**src/rtl/fetch_pkg.sv**
```systemverilog
// rtl/fetch_pkg.sv - shared FSM state and fault encodings for the fetch path
package fetch_pkg;

  typedef enum logic [1:0] {
    S_IDLE  = 2'd0,
    S_WAIT  = 2'd1,
    S_VALID = 2'd2,
    S_HALT  = 2'd3
  } state_t;

  typedef enum logic [1:0] {
    FAULT_NONE     = 2'b00,
    FAULT_OVF      = 2'b01,
    FAULT_UNF      = 2'b10,
    FAULT_CONFLICT = 2'b11
  } fault_t;

  // Conflict outranks the RAS checks: a multi-control accept never touches the stack.
  function automatic fault_t accept_fault(input logic jump, input logic call, input logic ret,
                                          input logic full, input logic empty);
    logic [1:0] n;
    n = {1'b0, jump} + {1'b0, call} + {1'b0, ret};
    if (n > 2'd1)       return FAULT_CONFLICT;
    if (call && full)   return FAULT_OVF;
    if (ret && empty)   return FAULT_UNF;
    return FAULT_NONE;
  endfunction

endpackage

```
**src/rtl/fetch_unit_if.sv**
```systemverilog
// rtl/fetch_unit_if.sv - ROM, decoder handshake and control/status bundle of the fetch unit
interface fetch_unit_if #(
  parameter int PC_W    = 8,
  parameter int INSTR_W = 24
);
  logic               enable;
  logic [PC_W-1:0]    rom_addr;
  logic [INSTR_W-1:0] rom_rdata;
  logic               instr_valid;
  logic               instr_ready;
  logic [INSTR_W-1:0] instr_data;
  logic [PC_W-1:0]    instr_pc;
  logic               jump_en;
  logic               call_en;
  logic               ret_en;
  logic [PC_W-1:0]    target;
  logic               ras_empty;
  logic               ras_full;
  logic               halted;
  logic [1:0]         fault;

  modport master (
    input  enable, rom_rdata, instr_ready, jump_en, call_en, ret_en, target,
    output rom_addr, instr_valid, instr_data, instr_pc, ras_empty, ras_full, halted, fault
  );

  modport slave (
    output enable, rom_rdata, instr_ready, jump_en, call_en, ret_en, target,
    input  rom_addr, instr_valid, instr_data, instr_pc, ras_empty, ras_full, halted, fault
  );
endinterface

```
**src/rtl/return_stack.sv**
```systemverilog
// rtl/return_stack.sv - LIFO of return addresses with registered full/empty flags
module return_stack #(
  parameter int DEPTH = 8,
  parameter int W     = 8
) (
  input  logic         clk,
  input  logic         rst,
  input  logic         push,
  input  logic [W-1:0] push_data,
  input  logic         pop,
  output logic [W-1:0] top,
  output logic         full,
  output logic         empty
);
  localparam int PTR_W = $clog2(DEPTH);
  localparam logic [PTR_W:0] CNT_ONE  = (PTR_W+1)'(1);
  localparam logic [PTR_W:0] CNT_FULL = (PTR_W+1)'(DEPTH);

  logic [W-1:0]   mem [DEPTH];
  logic [PTR_W:0] count;
  logic [PTR_W:0] count_nxt;
  logic [PTR_W-1:0] top_ptr;

  always_comb begin
    count_nxt = count;
    if (push && !full)
      count_nxt = count + CNT_ONE;
    else if (pop && !empty)
      count_nxt = count - CNT_ONE;
  end

  assign top_ptr = PTR_W'(count - CNT_ONE);
  assign top     = mem[top_ptr];

  // Contents are not cleared on reset; dropping the count discards them.
  always_ff @(posedge clk) begin
    if (rst) begin
      count <= '0;
      full  <= 1'b0;
      empty <= 1'b1;
    end else begin
      count <= count_nxt;
      full  <= (count_nxt == CNT_FULL);
      empty <= (count_nxt == '0);
    end
  end

  always_ff @(posedge clk) begin
    if (push && !full)
      mem[count[PTR_W-1:0]] <= push_data;
  end

endmodule

```
**src/rtl/fetch_unit.sv**
```systemverilog
// rtl/fetch_unit.sv - PC sequencer with ROM latency wait, decoder handshake and return stack
module fetch_unit
  import fetch_pkg::*;
#(
  parameter int              PC_W      = 8,
  parameter int              INSTR_W   = 24,
  parameter int              RAS_DEPTH = 8,
  parameter int              ROM_LAT   = 1,
  parameter logic [PC_W-1:0] RESET_PC  = '0
) (
  input logic          clk,
  input logic          rst,
  fetch_unit_if.master bus
);
  localparam logic [1:0] LAT_CNT = 2'(ROM_LAT);

  state_t             state;
  fault_t             fault_q;
  fault_t             acc_fault;
  logic [PC_W-1:0]    pc;
  logic [PC_W-1:0]    next_pc;
  logic [PC_W-1:0]    seq_pc;
  logic [PC_W-1:0]    ras_top;
  logic [PC_W-1:0]    instr_pc_q;
  logic [INSTR_W-1:0] instr_data_q;
  logic [1:0]         wait_cnt;
  logic               valid_q;
  logic               halted_q;
  logic               accept;
  logic               push;
  logic               pop;
  logic               ras_full;
  logic               ras_empty;

  assign accept    = (state == S_VALID) && bus.instr_ready;
  assign seq_pc    = instr_pc_q + PC_W'(1);
  assign acc_fault = accept_fault(bus.jump_en, bus.call_en, bus.ret_en, ras_full, ras_empty);
  assign push      = accept && bus.call_en && (acc_fault == FAULT_NONE);
  assign pop       = accept && bus.ret_en  && (acc_fault == FAULT_NONE);

  // Only consulted on a fault-free accept, so at most one control is set here.
  always_comb begin
    next_pc = seq_pc;
    if (bus.jump_en || bus.call_en)
      next_pc = bus.target;
    else if (bus.ret_en)
      next_pc = ras_top;
  end

  return_stack #(
    .DEPTH (RAS_DEPTH),
    .W     (PC_W)
  ) u_ras (
    .clk       (clk),
    .rst       (rst),
    .push      (push),
    .push_data (seq_pc),
    .pop       (pop),
    .top       (ras_top),
    .full      (ras_full),
    .empty     (ras_empty)
  );

  always_ff @(posedge clk) begin
    if (rst) begin
      state        <= S_IDLE;
      pc           <= RESET_PC;
      wait_cnt     <= '0;
      instr_data_q <= '0;
      instr_pc_q   <= '0;
      valid_q      <= 1'b0;
      halted_q     <= 1'b0;
      fault_q      <= FAULT_NONE;
    end else begin
      unique case (state)
        S_IDLE: begin
          if (bus.enable) begin
            state    <= S_WAIT;
            wait_cnt <= '0;
          end
        end
        S_WAIT: begin
          wait_cnt <= wait_cnt + 2'd1;
          if (wait_cnt == LAT_CNT) begin
            instr_data_q <= bus.rom_rdata;
            instr_pc_q   <= pc;
            valid_q      <= 1'b1;
            state        <= S_VALID;
          end
        end
        S_VALID: begin
          if (bus.instr_ready) begin
            valid_q <= 1'b0;
            if (acc_fault != FAULT_NONE) begin
              fault_q  <= acc_fault;
              halted_q <= 1'b1;
              state    <= S_HALT;
            end else begin
              pc       <= next_pc;
              wait_cnt <= '0;
              state    <= bus.enable ? S_WAIT : S_IDLE;
            end
          end
        end
        default: ;
      endcase
    end
  end

  assign bus.rom_addr    = pc;
  assign bus.instr_valid = valid_q;
  assign bus.instr_data  = instr_data_q;
  assign bus.instr_pc    = instr_pc_q;
  assign bus.ras_full    = ras_full;
  assign bus.ras_empty   = ras_empty;
  assign bus.halted      = halted_q;
  assign bus.fault       = fault_q;

endmodule

```
**src/flat_wrapper.sv**
```systemverilog
// flat-port wrapper written by rule: the top's interface ports become plain ports
module fetch_unit_flat import fetch_pkg::*;
#(
  parameter int              PC_W      = 8,
  parameter int              INSTR_W   = 24,
  parameter int              RAS_DEPTH = 8,
  parameter int              ROM_LAT   = 1,
  parameter logic [PC_W-1:0] RESET_PC  = '0
)
  (clk, rst, bus_enable, bus_rom_rdata, bus_instr_ready, bus_jump_en, bus_call_en, bus_ret_en, bus_target, bus_rom_addr, bus_instr_valid, bus_instr_data, bus_instr_pc, bus_ras_empty, bus_ras_full, bus_halted, bus_fault);
  fetch_unit_if #(.PC_W(PC_W), .INSTR_W(INSTR_W)) bus_i ();
  input logic clk;
  input logic rst;
  input wire logic [$bits(bus_i.enable)-1:0] bus_enable;
  input wire logic [$bits(bus_i.rom_rdata)-1:0] bus_rom_rdata;
  input wire logic [$bits(bus_i.instr_ready)-1:0] bus_instr_ready;
  input wire logic [$bits(bus_i.jump_en)-1:0] bus_jump_en;
  input wire logic [$bits(bus_i.call_en)-1:0] bus_call_en;
  input wire logic [$bits(bus_i.ret_en)-1:0] bus_ret_en;
  input wire logic [$bits(bus_i.target)-1:0] bus_target;
  output wire logic [$bits(bus_i.rom_addr)-1:0] bus_rom_addr;
  output wire logic [$bits(bus_i.instr_valid)-1:0] bus_instr_valid;
  output wire logic [$bits(bus_i.instr_data)-1:0] bus_instr_data;
  output wire logic [$bits(bus_i.instr_pc)-1:0] bus_instr_pc;
  output wire logic [$bits(bus_i.ras_empty)-1:0] bus_ras_empty;
  output wire logic [$bits(bus_i.ras_full)-1:0] bus_ras_full;
  output wire logic [$bits(bus_i.halted)-1:0] bus_halted;
  output wire logic [$bits(bus_i.fault)-1:0] bus_fault;
  assign bus_i.enable = bus_enable;
  assign bus_i.rom_rdata = bus_rom_rdata;
  assign bus_i.instr_ready = bus_instr_ready;
  assign bus_i.jump_en = bus_jump_en;
  assign bus_i.call_en = bus_call_en;
  assign bus_i.ret_en = bus_ret_en;
  assign bus_i.target = bus_target;
  assign bus_rom_addr = bus_i.rom_addr;
  assign bus_instr_valid = bus_i.instr_valid;
  assign bus_instr_data = bus_i.instr_data;
  assign bus_instr_pc = bus_i.instr_pc;
  assign bus_ras_empty = bus_i.ras_empty;
  assign bus_ras_full = bus_i.ras_full;
  assign bus_halted = bus_i.halted;
  assign bus_fault = bus_i.fault;
  fetch_unit #(.PC_W(PC_W), .INSTR_W(INSTR_W), .RAS_DEPTH(RAS_DEPTH), .ROM_LAT(ROM_LAT), .RESET_PC(RESET_PC)) u_core (.clk(clk), .rst(rst), .bus(bus_i));
endmodule
```
**config.mk**
```make
export PLATFORM = sky130hd
export DESIGN_NAME = fetch_unit_flat
export DESIGN_NICKNAME = d
export VERILOG_FILES = /design/src/rtl/fetch_pkg.sv /design/src/rtl/fetch_unit_if.sv /design/src/rtl/return_stack.sv /design/src/rtl/fetch_unit.sv /design/src/flat_wrapper.sv
export SDC_FILE = /design/constraint.sdc
export NUM_CORES = 1
export LEC_CHECK = 0
export ABC_AREA = 1
export BUFFER_PORTS_ARGS = -buffer_cell sky130_fd_sc_hd__buf_2
export CORE_UTILIZATION = 55
export DETAILED_ROUTE_END_ITERATION = 8
export PLACE_DENSITY = 0.78
export SYNTH_ARGS = -nofsm -noshare
export SYNTH_HDL_FRONTEND = slang
export SYNTH_SLANG_ARGS = --single-unit
```
**constraint.sdc**
```tcl
create_clock -name clk -period 3 [get_ports clk]
set_clock_uncertainty 0.1 [all_clocks]
set_input_delay 0.15 -clock clk [delete_from_list [all_inputs] [get_ports clk]]
set_output_delay 0.15 -clock clk [all_outputs]
set_load 0.05 [all_outputs]
```
After elaboration in Yosys (flattened, before gate mapping)
Memory sizes are Yosys's and may differ from the RTL's. Index checks and enable logic that the tools add are counted.

Word-level logic and storage cells: 83. RAM bits: 64. Memories: 1. Output and inout port bits: 46. Input bits: 39. Register bits: 54.

Order comparisons: 1. Add/sub/neg operators: 6. Eq/ne operators: 8. Reduce and logical (&&, ||, !) cells: 24. Multiplexer cells: 31. Bitwise operators: 1.

Memories: u_core.u_ras.mem (words 8, bits a word 8, rd ports 1, clocked after memory_dff 0, write ports 1, RTL line return_stack.sv:19) `logic [W-1:0] mem [DEPTH];`.

Operators with widths (count): 2-bit 2-to-1 mux (13); 8-bit 2-to-1 mux (2); 2-bit case mux with 3 select lines (2); 1-bit 2-to-1 mux (11); 1-bit logical AND (9); 3-bit AND reduction (3); 8-bit by 1-bit adder with 8-bit output (second input constant) (1); 4-bit 2-to-1 mux (2); 4-bit AND reduction (2); 2-bit != test (second input constant) (3); 4-bit by 1-bit adder with 4-bit output (second input constant) (1); 2-bit by 1-bit equality test with 1-bit output (second input constant) (2); 4-bit equality test (second input constant) (1); 2-bit zero test (2); 4-bit zero test (1); 2-bit nonzero test (2); 4-bit by 1-bit subtractor with 4-bit output (second input constant) (1); 3-bit nonzero test (1); 1-bit by 1-bit adder with 2-bit output (1); 2-bit by 1-bit adder with 2-bit output (1); 2-bit by 1-bit adder with 2-bit output (second input constant) (1); 2-bit equality test (second input constant) (1); 2-bit by 1-bit > comparator with 1-bit output (second input constant) (1); 1-bit zero test (2); 5 further kinds (5).

Depth between registers and ports, before layout
Gate-level depths: netlist of the first run.

Depth in word-level cells: 16. Depth in mapped cells: 13. Mapped depth without buffers: 11.

Cells and area by module
A second synthesis of the first run with hierarchy kept.

Cells, all modules: 604. Area, all modules: 5240.0 um2.

By module, submodules not included: return_stack (area each 2942.8 um2, instances 1, seq. area each 2042.0 um2, cells each 261); fetch_unit (area each 2297.2 um2, instances 1, seq. area each 960.9 um2, cells each 343).

Worst setup path after synthesis of the first run
Ideal clock, no wire load.

Path type: reg-to-reg. Start: reg u_core.u_ras.full. End: mem u_core.u_ras.mem[2][0], enable pin. Required time: 2.517 ns. Path buffers: 0. Data arrival time: 1.754 ns. Library setup time: 0.383 ns. Cell stages (with the launch flop): 8. Slack: 0.763 ns. Clock period less this slack: 2.237 ns. Path through: dfxtp_1 -> nand2_2 -> nand3_4 -> nor2_8 -> nand2_4 -> inv_2 -> nand2_1 -> nor3_1.

Longest elaborated chain between the ends: 11. Elaborated cells between the ends (all ways): 14. Those cells by class: 9 x mux; 5 x reduce/logical.

Ends and longest elaborated chain: start, declared (RTL line return_stack.sv:12) `output logic full,`; start signal, assigned (RTL line return_stack.sv:43) `full <= (count_nxt == CNT_FULL);`; 1-bit logical AND (RTL line fetch_pkg.sv:24) `if (call && full) return FAULT_OVF;`; 2-bit 2-to-1 mux (RTL line fetch_pkg.sv:24); 2-bit 2-to-1 mux (RTL line fetch_pkg.sv:25) `if (ret && empty) return FAULT_UNF;`; 2-bit 2-to-1 mux (RTL line fetch_pkg.sv:26) `return FAULT_NONE;`; 2-bit 2-to-1 mux (RTL line fetch_pkg.sv:25); 2-bit 2-to-1 mux (RTL line fetch_pkg.sv:24); 2-bit zero test (RTL line fetch_unit.sv:38) `assign push = accept && bus.call_en && (acc_fault == FAULT_NONE);`; 1-bit logical AND (RTL line fetch_unit.sv:38); 1-bit logical AND * (RTL line return_stack.sv:49) `if (push && !full)`; 1-bit 2-to-1 mux * (RTL line return_stack.sv:49); 1-bit 2-to-1 mux (not written as such) * (RTL line return_stack.sv:50) `mem[count[PTR_W-1:0]] <= push_data;`; end, declared (RTL line return_stack.sv:19).

Mark *: on every way between the ends. The rest lies on a longest branch, timed or not. The select of a mux whose other input is x is not followed.

Worst setup path after layout of the first run
Start: reg u_core.state[1]. End: reg u_core.instr_data_q[23] (netlist: u_core.bus.instr_data[23]).

Longest elaborated chain between the ends: 2.

Ends and longest elaborated chain: start, declared (RTL line fetch_unit.sv:17) `state_t state;`; start signal, assigned (RTL line fetch_unit.sv:101) `state <= bus.enable ? S_WAIT : S_IDLE;`; 2-bit by 1-bit equality test with 1-bit output (RTL line fetch_unit.sv:75) `unique case (state)`; 2-bit AND reduction (no line); end signal, assigned (RTL line fetch_unit.sv:85) `instr_data_q <= bus.rom_rdata;`; end, declared (RTL line fetch_unit.sv:25) `logic [INSTR_W-1:0] instr_data_q;`.

Every way passes these cells. A chain may end at the register's enable or synchronous reset.

==> results of run 1 <==
per-layer routing:
metal	vias up	wire length (um)	track usage
li1	2202	-	-
met2	253	6830	0.497
met5	-	0	0
met4	0	232	0.101
met3	25	1240	0.0963
met1	2171	5910	0.378
worst reg2reg max path: stages, from the launching register on:
cell	delay, ps
dfxtp_1	390
inv_1	90
ha_1	230
nand2_1	80
buf_4	320
clkinv_1	670
nor2_1	360
nor2_1	80
power groups by stage:
stage / Sequential [uW] / Combinational (uW) / Clock, uW
after floorplan: 2060 / 302 / 0
after global placement: 1870 / 644 / 0
after detailed placement: 1870 / 666 / 0
after CTS: 1840 / 702 / 1880
after global routing: 1850 / 782 / 1950
final: 1840 / 723 / 1870
area by class of cell:
type	count	share of cell area
Timing Repair Buffer	133	0.131
Clock inverter	14	0.0168
Tap cell	129	0.0241
Multi-Input combinational cell	403	0.289
Clock buffer	18	0.0656
Sequential cell	118	0.449
Inverter	42	0.0243
through the flow:
step	hold WS (ps)	instances	worst slack, ps	cell area (um^2)
final	42.1	857	550	6690
after global routing	66.8	857	411	6690
after CTS	20.5	857	685	6690
after detailed placement	308	789	555	5780
after global placement	300	789	655	5780
after floorplan	215	588	763	5240
cell usage in the layout, fill, tap and decap left out, types with 2 or more instances in the layout:
| cell | count |
|---|---|
| nor2_1 | 124 |
| inv_4 | 5 |
| xnor2_1 | 2 |
| clkinv_4 | 3 |
| inv_8 | 2 |
| clkinv_2 | 2 |
| o21ai_0 | 57 |
| dlygate4sd3_1 | 36 |
| inv_1 | 36 |
| inv_2 | 3 |
| nand2_1 | 100 |
| o211ai_1 | 2 |
| buf_2 | 84 |
| inv_6 | 4 |
| ha_1 | 9 |
| nand2_2 | 4 |
| nand3_1 | 48 |
| nor3_1 | 6 |
| clkbuf_16 | 17 |
| and2_1 | 3 |
| dfxtp_1 | 54 |
| o21ai_1 | 4 |
| xor2_1 | 3 |
| nand2_4 | 2 |
| nor2_8 | 2 |
| buf_4 | 13 |
| a21oi_1 | 24 |
| edfxtp_1 | 64 |
state kept, by name (all words and copies together) (netlist names):
name                    count
u_core.bus.fault            2
u_core.u_ras.mem           64
u_core.bus.instr_pc         8
u_core.state                2
u_core.u_ras.empty          1
u_core.u_ras.full           1
u_core.bus.instr_data      24
u_core.bus.rom_addr         8
u_core.u_ras.count          4
u_core.bus.halted           1
u_core.bus.instr_valid      1
u_core.wait_cnt             2
path summary, 6_finish.rpt:
check,slack [ps],to,cells past startpoint
min reg2reg,360,u_core.bus.instr_valid$_SDFFE_PP0P_,2
max,550,u_core.bus.instr_data[23]$_SDFFE_PP0P_,7
max reg2reg,550,u_core.bus.instr_data[23]$_SDFFE_PP0P_,7
min,40,u_core.bus.fault[0]$_SDFFE_PP0P_,5
cell families after synthesis:
logic type               synth area share
adder cells (fa/ha/maj)            0.0215
buffers and inverters              0.0582
flip-flops                          0.573
AND/OR/NAND/NOR                     0.244
AO/OA/AOI/OAI                      0.0893
XOR/XNOR                           0.0146
==> results summary, run 1 <==
The leakage component of the power came out at between 0.002 and 0.003 uW. The layout filler cell count is around 630. The final layout net count came out at between 700 and 800. In this run the power spent charging and discharging nets is around 1300 uW. The number of setup buffers added after CTS came out at 0. The combined area of the multi-input logic cells is between 1500 and 2000 um^2. The final core utilization came out at 0.724. At the end of routability-driven placement, the weighted congestion stood at approximately 0.94.

The design draws about 4400 uW. Of the cells placed in the final design, the portion with a size suffix greater than 1 is 0.203. Setup repair after global routing left no endpoint under its margin. The arrival time of data at the critical path endpoint is 2760 ps. The count of yosys warnings during synthesis came out at 0. The number of hold violations in the final report is 0. The share of total power dissipated in sequential elements is 0.415.

The number of gates given a new drive strength after cts is 0. The global-route wire length before repair came out at about 23000 um. The sequential element share of the synthesized area came out at 0.573.

The total negative setup slack came out at 0 ps. The floorplan row count came out at 35. The worst setup path is of the register to register kind. The global-route usage over all layers is 0.302. The count of hold buffers inserted by post-cts repair is 36.

In the synthesized netlist the dominant register cell turns out to be edfxtp_1. The count of routing violations after the opening detailed-route iteration is between 300 and 400. Dividing total power by cell area gives a power density of ~660 nW/um^2. The net count after synthesis came out at approximately 640. The root buffer cell chosen for the clock tree is clkbuf_8. The area added between synthesis and finish came out at 27.6%. The iteration count of the initial detailed-routing pass is 5.

The upper clock frequency limit is ~410 MHz. Traced cell by cell, the critical path runs through inv_1 > ha_1 > nand2_1 > buf_4 > clkinv_1 > nor2_1 > nor2_1. The cell-internal power is just over 3000 uW.

The global-route congestion overflow total is 0. The slowest stage of the critical path belongs to the cell clkinv_1. The remaining routing DRC violations is 0.

The logic gate share of total power is 0.163. The post-route minimum period is about 2400 ps. In the finished design, the share of the clock period the worst path needs comes to 0.817.

The total inserted antenna cells came out at 0. The critical path required time came out at between 3000 and 4000 ps. The startpoint of the lowest-slack register-to-register path is u_core.state[1]$_SDFFE_PP0P_.

The most frequently used cell type in the post-synthesis netlist is nor2_1. The clock sink count came out at between 100 and 150. Measured against its own limit, the worst slew margin works out to 0.364.

In the post-synthesis netlist, the biggest area contributors are edfxtp_1 (37%), dfxtp_1 (21%), nor2_1 (8.9%). In this design, the critical path's most frequently occurring cell is nor2_1. The worst setup path is launched from a register. The number of buffer cells added on primary ports came out at between 80 and 90. The initial antenna violation count came to 0. The element type at the critical path end is a register. The register bit total from synthesis came out at between 100 and 150.

The routed wire length per instance is about 17 um. Synthesis produced a netlist whose cell count is 588. The share of total power dissipated in the clock network is 0.422. The final wirelength is between 10000 and 15000 um.

The total count of max-transition violations in the final report came out at 0. The largest driver fanout on the critical path came out at 38. The area of the core region is approximately 9200 um^2. The biggest cell delay along the critical path is approximately 660 ps. The die height came out at roughly 100 um. TritonCTS built the clock tree. The half-perimeter wire length after placement came out at 8760 um. The detailed-route via count is 4651. The fraction of synthesis flops using an asynchronous set or reset pin came out at 0. The maximum level of the CTS H-tree is 4. The maximum VDD drop came out at around 0.00057 V. Ranked by instance count, the synthesized netlist is headed by nor2_1 (124), nand2_1 (100), edfxtp_1 (64). The post-synthesis cell type count came out at 40. In this run the mean area of a mapped cell was 8.92 um^2. The number of violations of the max-capacitance limit is 0. At the pin with the least slew margin, the transition time is around 950 ps. The launch point of the critical path is u_core.state[1]$_SDFFE_PP0P_. During I/O placement, the number of pins put on the boundary was 85. The flow ran to the end, and the final reports show no timing, DRC or antenna violations.

The number of global-route vias before repair is approximately 4600. The total standard cell area after synthesis came out at around 5200 um^2. For this configuration, the core starts out at a cell density of 0.567. The share of the synthesized area in the top cell type is 0.367. The number of synthesized flops with an enable pin is between 60 and 70. The overall die area is around 10000 um^2. The pin count of the biggest net entering global routing is 39. The count of nets left with antenna violations once routing finished came out at 0. The path class of the lowest-slack min-delay path is input port to register. After clock tree synthesis, the clock-pin slew on the worst setup and hold paths is roughly 60 ps. The count of endpoints failing setup in the final report is 0.

The switching share of total power came out at 0.303. The synthesized design spends more area on one cell type than any other, namely edfxtp_1. The die width came out at approximately 100 um. The critical path contains buffers and inverters numbering 3 combined. The sequential standard cell area is approximately 3000 um^2. Broken down by cell family, the worst path's largest delay share belongs to buffers and inverters.

The detail-routed via count per cell is around 5.4. At the later pin of the worst-skew pair, clock insertion delay measures between 500 and 600 ps. Counting along the longest clock path gives a buffer depth of 2. In this run the most critical hold path is launched from bus_call_en. The number of CTS-inserted buffers is 17.
(Power assumes the default switching activity.)
==> inputs of run 2 (changes only) <==
--- a/config.mk
+++ b/config.mk
@@ -5,11 +5,11 @@
 export SDC_FILE = /design/constraint.sdc
 export NUM_CORES = 1
 export LEC_CHECK = 0
-export ABC_AREA = 1
+export ABC_AREA = 0
 export BUFFER_PORTS_ARGS = -buffer_cell sky130_fd_sc_hd__buf_2
-export CORE_UTILIZATION = 55
+export CORE_UTILIZATION = 50
 export DETAILED_ROUTE_END_ITERATION = 8
-export PLACE_DENSITY = 0.78
+export PLACE_DENSITY = 0.75
 export SYNTH_ARGS = -nofsm -noshare
 export SYNTH_HDL_FRONTEND = slang
 export SYNTH_SLANG_ARGS = --single-unit
==> constraint.sdc (replaced) <==
create_clock -name clk -period 1.95 [get_ports clk]
set_clock_uncertainty 0.1 [all_clocks]
set_input_delay 0.0975 -clock clk [delete_from_list [all_inputs] [get_ports clk]]
set_output_delay 0.0975 -clock clk [all_outputs]
set_load 0.05 [all_outputs]
==> run 2 against run 1 <==
The run now ends with setup timing left; sequential power increased by 42%; critical endpoint is now u_core.u_ras.empty$_SDFF_PP1_; critical path depth decreased by 2; utilization rose by 4.7 points; routed wire length decreased by 4.8%; worst setup slack worse by 710 ps.
==> results summary, run 2 <==
The maximum VDD drop came out at 0.000717 V (+27%). The average cell area after synthesis is 11.7 um^2 (+31%). The count of routing violations after the opening detailed-route iteration was 231 (-41%). The number of global-route vias before repair is 4207 (-9.2%). The simple logic cell fraction of the synthesized area came out at 0.131 (-0.112). The number of CTS-inserted buffers is 17 (unchanged). The combined area of the multi-input logic cells is 2080 um^2 (+7.4%). The global-route congestion overflow total is 0 (unchanged).

TritonCTS built the clock tree. The total negative setup slack is -9410 ps (-9410 ps). The cell-internal power is 4400 uW (+42%). The startpoint of the lowest-slack register-to-register path is u_core.u_ras.full$_SDFF_PP0_.

The checks that failed: setup timing. The register bit total from synthesis came out at 118 (unchanged). In the layout the commonest cells are buf_2 (84), nand2_1 (82), edfxtp_1 (64), dfxtp_1 (49), buf_4 (43). The part of the total power dissipated in sequential elements is 0.448 (+0.033). Setup repair after global routing could not meet its margin everywhere. The remaining routing DRC violations is 0 (unchanged).

The setup slack on the worst flop-to-flop path came to -160 ps (-710 ps). The flip-flop count of the largest register after layout came to 64 (unchanged). The parity-gate share of the synthesized area counting xor and xnor cells is 0.0125 (-0.00210).

The area added between synthesis and finish is 46.8%. The critical path required time is 2260 ps (-1050 ps). For this run, the leading register cell type out of synthesis is edfxtp_1. The upper clock frequency limit is 473 MHz (+16%). The pin count of the biggest net entering global routing came out at 34 (-13%). The number of violations of the max-capacitance limit was 0 (unchanged). The final worst hold slack is 67.6 ps (+25.5 ps).

The area of the core region is 9370 um^2 (+1.4%). The run finished, with violations left. The post-route total power came out at 5860 uW (+32%). The element type at the critical path end is a register. The path with the worst hold slack has its endpoint at u_core.bus.fault[1]$_SDFFE_PP0P_.

The final layout net count came to 642 (-16%). The die height is 101 um (+1.6%). The number of buffer cells added on primary ports is 84 (unchanged). The CTS clock-pin slew for the worst setup and hold paths came out at 60 ps (about the same). The fraction of final layout cells with drive strength greater than 1 is 0.409 (+0.205). The number of hold violations in the final report came out at 0 (unchanged). The multiplexer share of the synthesized area is 0.0895 (+0.0895).

The max-slew headroom at the worst pin is 0.520 (+0.155). The final wirelength came out at 13500 um (-4.8%). The starting density of the core is 0.525 (-0.0423).

The clock group share of total power came to 0.478 (+0.056). The ratio of final minimum period to clock period is 1.08 (+0.267). By area the synthesized netlist is led by edfxtp_1 (39%), dfxtp_1 (22%), mux4_2 (7.3%). The post-route minimum period came to 2110 ps (-337 ps).

The initial antenna violation count came out at 0 (unchanged). The number of cells on the worst reg-to-reg path came to 5 (-2). The count of yosys warnings during synthesis came to 0 (unchanged). The total standard cell area after synthesis is 4920 um^2 (-6.1%).

The dominant combinational cell family by area after synthesis is simple AND/OR/NAND/NOR gates. The critical path is of the register to register type. The maximum clock insertion buffer count came to 2 (unchanged). The layout filler cell count is 534 (-15%). The post-synthesis compound-gate area fraction was 0.101 (+0.0117). The gate count after technology mapping came out at 421 (-28%). The detail-routed via count per cell is 5.54 (+2.0%). The half-perimeter wire length after placement was 7870 um (-10%). The library cell used most frequently in the layout, excluding fill and tap cells, is buf_2. The sequential standard cell area is 3020 um^2 (+0.46%). The hold-critical path depth is 4 (-1).

The switching share of total power came out at 0.249 (-0.0549). The largest driver fanout on the critical path was 5 (-87%). The placer's final routability congestion estimate came out at 0.791 (-16%). The iteration count of the initial detailed-routing pass is 5 (unchanged). The total inserted antenna cells came out at 0 (unchanged). The detailed-route via count came out at 4076 (-12%). After synthesis, the most frequently instantiated cells are nand2_1 (84), edfxtp_1 (64), dfxtp_1 (54). The clock latency on the worst-skew pair came to 510 ps (about the same). In this run the worst hold path is classified as input port to register. The power density relative to cell area came to 811 nW/um^2 (+22%). The share of the synthesized area in the top cell type is 0.391 (+0.0240). The maximum level of the CTS H-tree was 4 (unchanged).

The slew at the pin with the worst max-slew slack came out at 720 ps (-232 ps). The endpoint identified for the worst register-to-register timing path is u_core.u_ras.empty$_SDFF_PP1_. The post-synthesis adder-cell area fraction was 0.0229 (+0.00140). The post-route antenna net violation count came to 0 (unchanged). The global-route wire length before repair came out at 21000 um (-7.1%).

The arrival time of data at the critical path endpoint is 2420 ps (-340 ps). The count of boundary I/O pins is 85 (unchanged). The floorplan row count is 35 (unchanged).

The clock sink count came out at 118 (unchanged). The switching power came to 1460 uW (+8.1%). The routed wire length per instance came to 18.4 um (+11%). The logic gate share of total power is 0.074 (-0.089).

The post-layout worst setup margin came out at -163 ps (-713 ps). The die width is 101 um (+1.6%). The overall die area was 10200 um^2 (+3.2%). The count of endpoints failing setup in the final report came out at 71 (+71). The cell sitting at the root of the clock tree is a clkbuf_8.

The startpoint type of the worst setup path is a register. The leakage component of the power is 0.00275 uW (-5.4%). The number of synthesized flops with an enable pin came out at 64 (unchanged). The post-synthesis cell type count is 48 (+20%). Among all cell types in the netlist, the one instantiated most often is nand2_1. The global-route usage over all layers came to 0.276 (-0.0258). The startpoint of the lowest-slack hold path is bus_call_en. Summed over all instances, the cell type with the most area after synthesis is edfxtp_1. The net count after synthesis came to 469 (-26%). The fraction of synthesis flops using an asynchronous set or reset pin came out at 0 (unchanged). The total count of max-transition violations in the final report is 0 (unchanged).

The sequential element share of the synthesized area is 0.610 (+0.0374).
## run 2: cell types whose count changed after synthesis, sizes merged, moves of 21 or more
cell,delta
inv,-29
nor2,-106
o21ai,-54
a21oi,+21
nand3,-46
nand2,-22
## run 2: cell families (layout without fill, tap and decap cells)
kind of cell	count (synthesis)	after routing
and+or+nand+nor	144	144
DFF	118	118
AOI/OAI and AO/OA	81	81
buffers and inverters	38	224
muxes	24	24
adders and majority gates	9	9
xor gates and xnor gates	7	7
## run 2: power by group through the flow
stage	clock, uW	combinational (uW)	sequential [uW]
after floorplan	0	135	2730
after global placement	0	311	2680
after detailed placement	0	321	2680
after CTS	2830	391	2620
after global routing	2950	462	2620
final	2800	432	2620
## run 2: worst max path at each step
stage | startpoint | to | slack, ps | cells past startpoint
floorplan | u_core.u_ras.full$_SDFF_PP0_ | u_core.u_ras.empty$_SDFF_PP1_ | -320 | 6
global placement | bus_ret_en | u_core.u_ras.mem[0][6]$_DFFE_PP_ | -410 | 7
detailed placement | bus_ret_en | u_core.u_ras.mem[0][7]$_DFFE_PP_ | -450 | 7
CTS | u_core.u_ras.full$_SDFF_PP0_ | u_core.u_ras.mem[0][3]$_DFFE_PP_ | -150 | 5
global route | u_core.u_ras.empty$_SDFF_PP1_ | u_core.u_ras.full$_SDFF_PP0_ | -210 | 8
finish | u_core.u_ras.full$_SDFF_PP0_ | u_core.u_ras.empty$_SDFF_PP1_ | -160 | 5
## run 2: through the flow
step,area (um^2),setup WS (ps),instances,utilization
5_1_grt,7220,-212,736,0.771
6_report,7220,-163,736,0.771
3_5_place_dp,6010,-454,658,0.642
3_3_place_gp,6010,-406,658,0.642
2_1_floorplan,5150,-322,421,-
4_1_cts,7050,-146,732,0.752
## run 2: layout make-up
cell class | instances | area share
Multi-Input combinational cell | 265 | 0.288
Inverter | 12 | 0.00658
Clock buffer | 17 | 0.0573
Tap cell | 129 | 0.0223
Sequential cell | 118 | 0.418
Clock inverter | 15 | 0.0165
Timing Repair Buffer | 180 | 0.192
## run 2: timing repair
| item | 4_1_cts | 5_1_grt |
|---|---|---|
| gates resized for setup | 21 | 28 |
| endpoints found under the setup margin | 80 | 81 |
| setup buffers | 7 | 3 |
| hold buffers | 35 | 0 |
| cloned | 0 | 1 |
| pin swaps | 9 | 15 |
| hold endpoints to repair | 38 | 0 |
## run 2: metal layers
layer | track usage | routed length (um) | vias to the layer above
met3 | 0.0835 | 730 | 31
met2 | 0.459 | 6890 | 150
li1 | - | - | 1897
met5 | 0 | 0 | -
met4 | 0.124 | 340 | 0
met1 | 0.333 | 5580 | 1998
## run 2: critical path, stage by stage, from the launching register on
cell and delay [ps]:
dfxtp_4 350, or4b_4 490, or3_4 380, a311o_1 320
a31o_1 190, a31o_1 170
==> inputs of run 3 (changes only) <==
--- a/config.mk
+++ b/config.mk
@@ -10,6 +10,7 @@
 export CORE_UTILIZATION = 50
 export DETAILED_ROUTE_END_ITERATION = 8
 export PLACE_DENSITY = 0.75
+export RECOVER_POWER = 50
 export SYNTH_ARGS = -nofsm -noshare
 export SYNTH_HDL_FRONTEND = slang
 export SYNTH_SLANG_ARGS = --single-unit
==> run 3 against run 2 <==
The flow still finishes with violations (setup timing); combinational power shrank 1%; via count shrank 0.69%; sequential cell count is the same; clock-buffer cell count is the same; critical path depth is the same; die area is the same; fmax shrank 0.14%; total power is essentially flat; cell area shrank 0.85%; register-to-register slack is essentially flat; critical path type unchanged.
==> results summary, run 3 (same netlist as run 2, synthesis figures left out) <==
The post-route total power came out at 5860 uW (about the same). The library cells used most frequently in the layout, excluding fill and tap cells, are nand2_1 (82), edfxtp_1 (64), dfxtp_1 (49), clkbuf_1 (45). The logic gate share of total power is 0.073 (about the same). The setup slack on the worst flop-to-flop path is -170 ps (about the same). The area of all placed cells without fillers is 7160 um^2 (-0.85%).

The run finished, with violations left. The met3 capacity usage during global routing is 0.0835 (unchanged). The startpoint type of the worst setup path is a register.

The switching power came out at 1460 uW (about the same). The final core utilization came to 0.764 (-0.00654). The fraction of final layout cells with drive strength greater than 1 came out at 0.334 (-0.0741). The met1 track demand over resource in global routing is 0.333 (unchanged). The number of violations of the max-capacitance limit came out at 0 (unchanged). The remaining routing DRC violations is 0 (unchanged). The routed wire length per instance came out at 18.2 um (-0.83%).

The worst-path cell with the longest stage delay is or4b_4. The maximum level of the CTS H-tree was 4 (unchanged). By instance count, the cell type seen most on the critical path is a31o_1. The count of boundary I/O pins came out at 85 (unchanged). The count of endpoints failing setup in the final report is 71 (unchanged). The number of hold violations in the final report was 0 (unchanged). The maximum VDD drop is 0.000715 V (-0.27%).

The leakage component of the power came out at 0.00256 uW (-7.0%). Setup repair after global routing could not meet its margin everywhere. The iteration count of the initial detailed-routing pass is 5 (unchanged). The maximum clock insertion buffer count is 2 (unchanged). The overall die area came out at 10200 um^2 (unchanged).

The cell-internal power is 4400 uW (about the same). The CTS clock-pin slew for the worst setup and hold paths came to 60 ps (about the same). The max-slew headroom at the worst pin is 0.547 (+0.0268).

The path class of the lowest-slack min-delay path is input port to register. The number of global-route vias before repair is 4207 (unchanged). The ratio of final minimum period to clock period came out at 1.09 (+0.00152). The clock root buffer master is clkbuf_8. The switching share of total power was 0.249 (about the same). The total inserted antenna cells is 0 (unchanged). The slew at the pin with the worst max-slew slack came out at 680 ps (-40.2 ps). The critical path required time is 2250 ps (about the same). The number of buffer cells added on primary ports came out at 84 (unchanged). The worst setup path is of the register to register kind. The placed cell area is 6010 um^2 (unchanged).

The largest driver fanout on the critical path is 5 (unchanged). The detail-routed via count per cell came to 5.50 (-0.69%). The clock sink count came out at 118 (unchanged). The final wirelength is 13400 um (-0.83%). The area of the core region is 9370 um^2 (unchanged).

The checks that failed: setup timing. The post-layout worst setup margin came out at -166 ps (-2.96 ps). The die width came to 101 um (unchanged). The number of CTS-inserted buffers was 17 (unchanged).

The biggest cell delay along the critical path is 500 ps (about the same). The layout filler cell count came out at 570 (+6.7%). The clock group share of total power is 0.479 (about the same).

The part of the total power dissipated in sequential elements is 0.448 (about the same). The initial antenna violation count is 0 (unchanged). The final standard cell count with taps included and fillers excluded is 736 (unchanged). The placed instance count came to 658 (unchanged). The starting density of the core is 0.525 (unchanged).

The arrival time of data at the critical path endpoint is 2420 ps (about the same). The flip-flop count of the largest register after layout was 64 (unchanged). The total negative setup slack came out at -9560 ps (-147 ps). Leaving out fill and tap cells, the most frequent cell in the layout is nand2_1. The count of routing violations after the opening detailed-route iteration is 221 (-4.3%).

The upper clock frequency limit came out at 473 MHz (-0.14%). The final layout net count is 642 (unchanged). The element type at the critical path end is a register. From synthesis to final layout, the design area changed by 45.5%.

met2 is the most crowded layer. The placer's final routability congestion estimate came to 0.791 (unchanged). The post-route minimum period is 2120 ps (+2.96 ps). The die height is 101 um (unchanged). The clock latency on the worst-skew pair is 510 ps (about the same).

The post-route antenna net violation count came out at 0 (unchanged). The global-route usage over all layers is 0.276 (unchanged). The met2 global-route usage was 0.459 (unchanged). The total count of max-transition violations in the final report is 0 (unchanged). TritonCTS built the clock tree. The pin count of the biggest net entering global routing came to 34 (unchanged).

Walking the worst path, the cells encountered are or4b_4 > or3_4 > a311o_1 > a31o_1 > a31o_1. The detailed-route via count is 4048 (-0.69%). The power density relative to cell area is 818 nW/um^2 (+0.80%).

The half-perimeter wire length after placement was 7870 um (unchanged). The global-route congestion overflow total came to 0 (unchanged). The global-route wire length before repair came to 21000 um (unchanged).

The floorplan row count was 35 (unchanged).
run 3: cell types whose count changed in the layout (fill, tap and decap cells not counted):
cell      change
clkbuf_1     +45
buf_2        -43
buf_4         -2
run 3: final timing paths:
kind | cells past startpoint | end | startpoint
worst max-delay path | 5 | u_core.u_ras.empty$_SDFF_PP1_ | u_core.u_ras.full$_SDFF_PP0_
worst min-delay path | 4 | u_core.bus.fault[1]$_SDFFE_PP0P_ | bus_call_en
worst max register to register | 5 | u_core.u_ras.empty$_SDFF_PP1_ | u_core.u_ras.full$_SDFF_PP0_
worst min register to register | 2 | u_core.bus.instr_data[12]$_SDFFE_PP0P_ | u_core.bus.instr_data[12]$_SDFFE_PP0P_
run 3: final cells by class:
| type | instances | area, um^2 | share of cell area |
|---|---|---|---|
| Timing Repair Buffer | 180 | 1330 | 0.185 |
| Sequential cell | 118 | 3020 | 0.421 |
| Inverter | 12 | 47.5 | 0.00664 |
| Clock inverter | 15 | 119 | 0.0166 |
| Multi-Input combinational cell | 265 | 2080 | 0.290 |
| Clock buffer | 17 | 414 | 0.0578 |
| Tap cell | 129 | 161 | 0.0225 |
run 3: repair_timing:
item | CTS | global route
gates cloned | 0 | 1
setup buffers | 7 | 3
hold endpoints to repair | 38 | 0
setup endpoints to repair | 80 | 81
pin swaps | 9 | 15
hold buffers | 35 | 0
gates resized for setup | 21 | 28
run 3: per-stage QoR:
stage                     setup slack [ps]  hold slack [ps]
after floorplan                       -322              134
after global placement                -406              237
after detailed placement              -454              245
after CTS                             -146             56.4
after global routing                  -214              138
final                                 -166             63.0
run 3: worst max-delay path, delay by kind of cell, from the launching register on:
| family | cells | cell delay [ps] |
|---|---|---|
| compound gates | 3 | 680 |
| flops | 1 | 350 |
| simple gates | 2 | 890 |
run 3: power by group through the flow:
stage	Clock (uW)	Combinational [uW]	Sequential (uW)
4_1_cts	2830	391	2620
3_5_place_dp	0	321	2680
2_1_floorplan	0	135	2730
6_report	2800	426	2630
3_3_place_gp	0	311	2680
5_1_grt	2950	458	2630
run 3: metal layers:
layer | routed length (um) | up-vias
li1 | - | 1894
met1 | 5430 | 1978
met2 | 6890 | 144
met3 | 759 | 32
met4 | 340 | 0
met5 | 0 | -
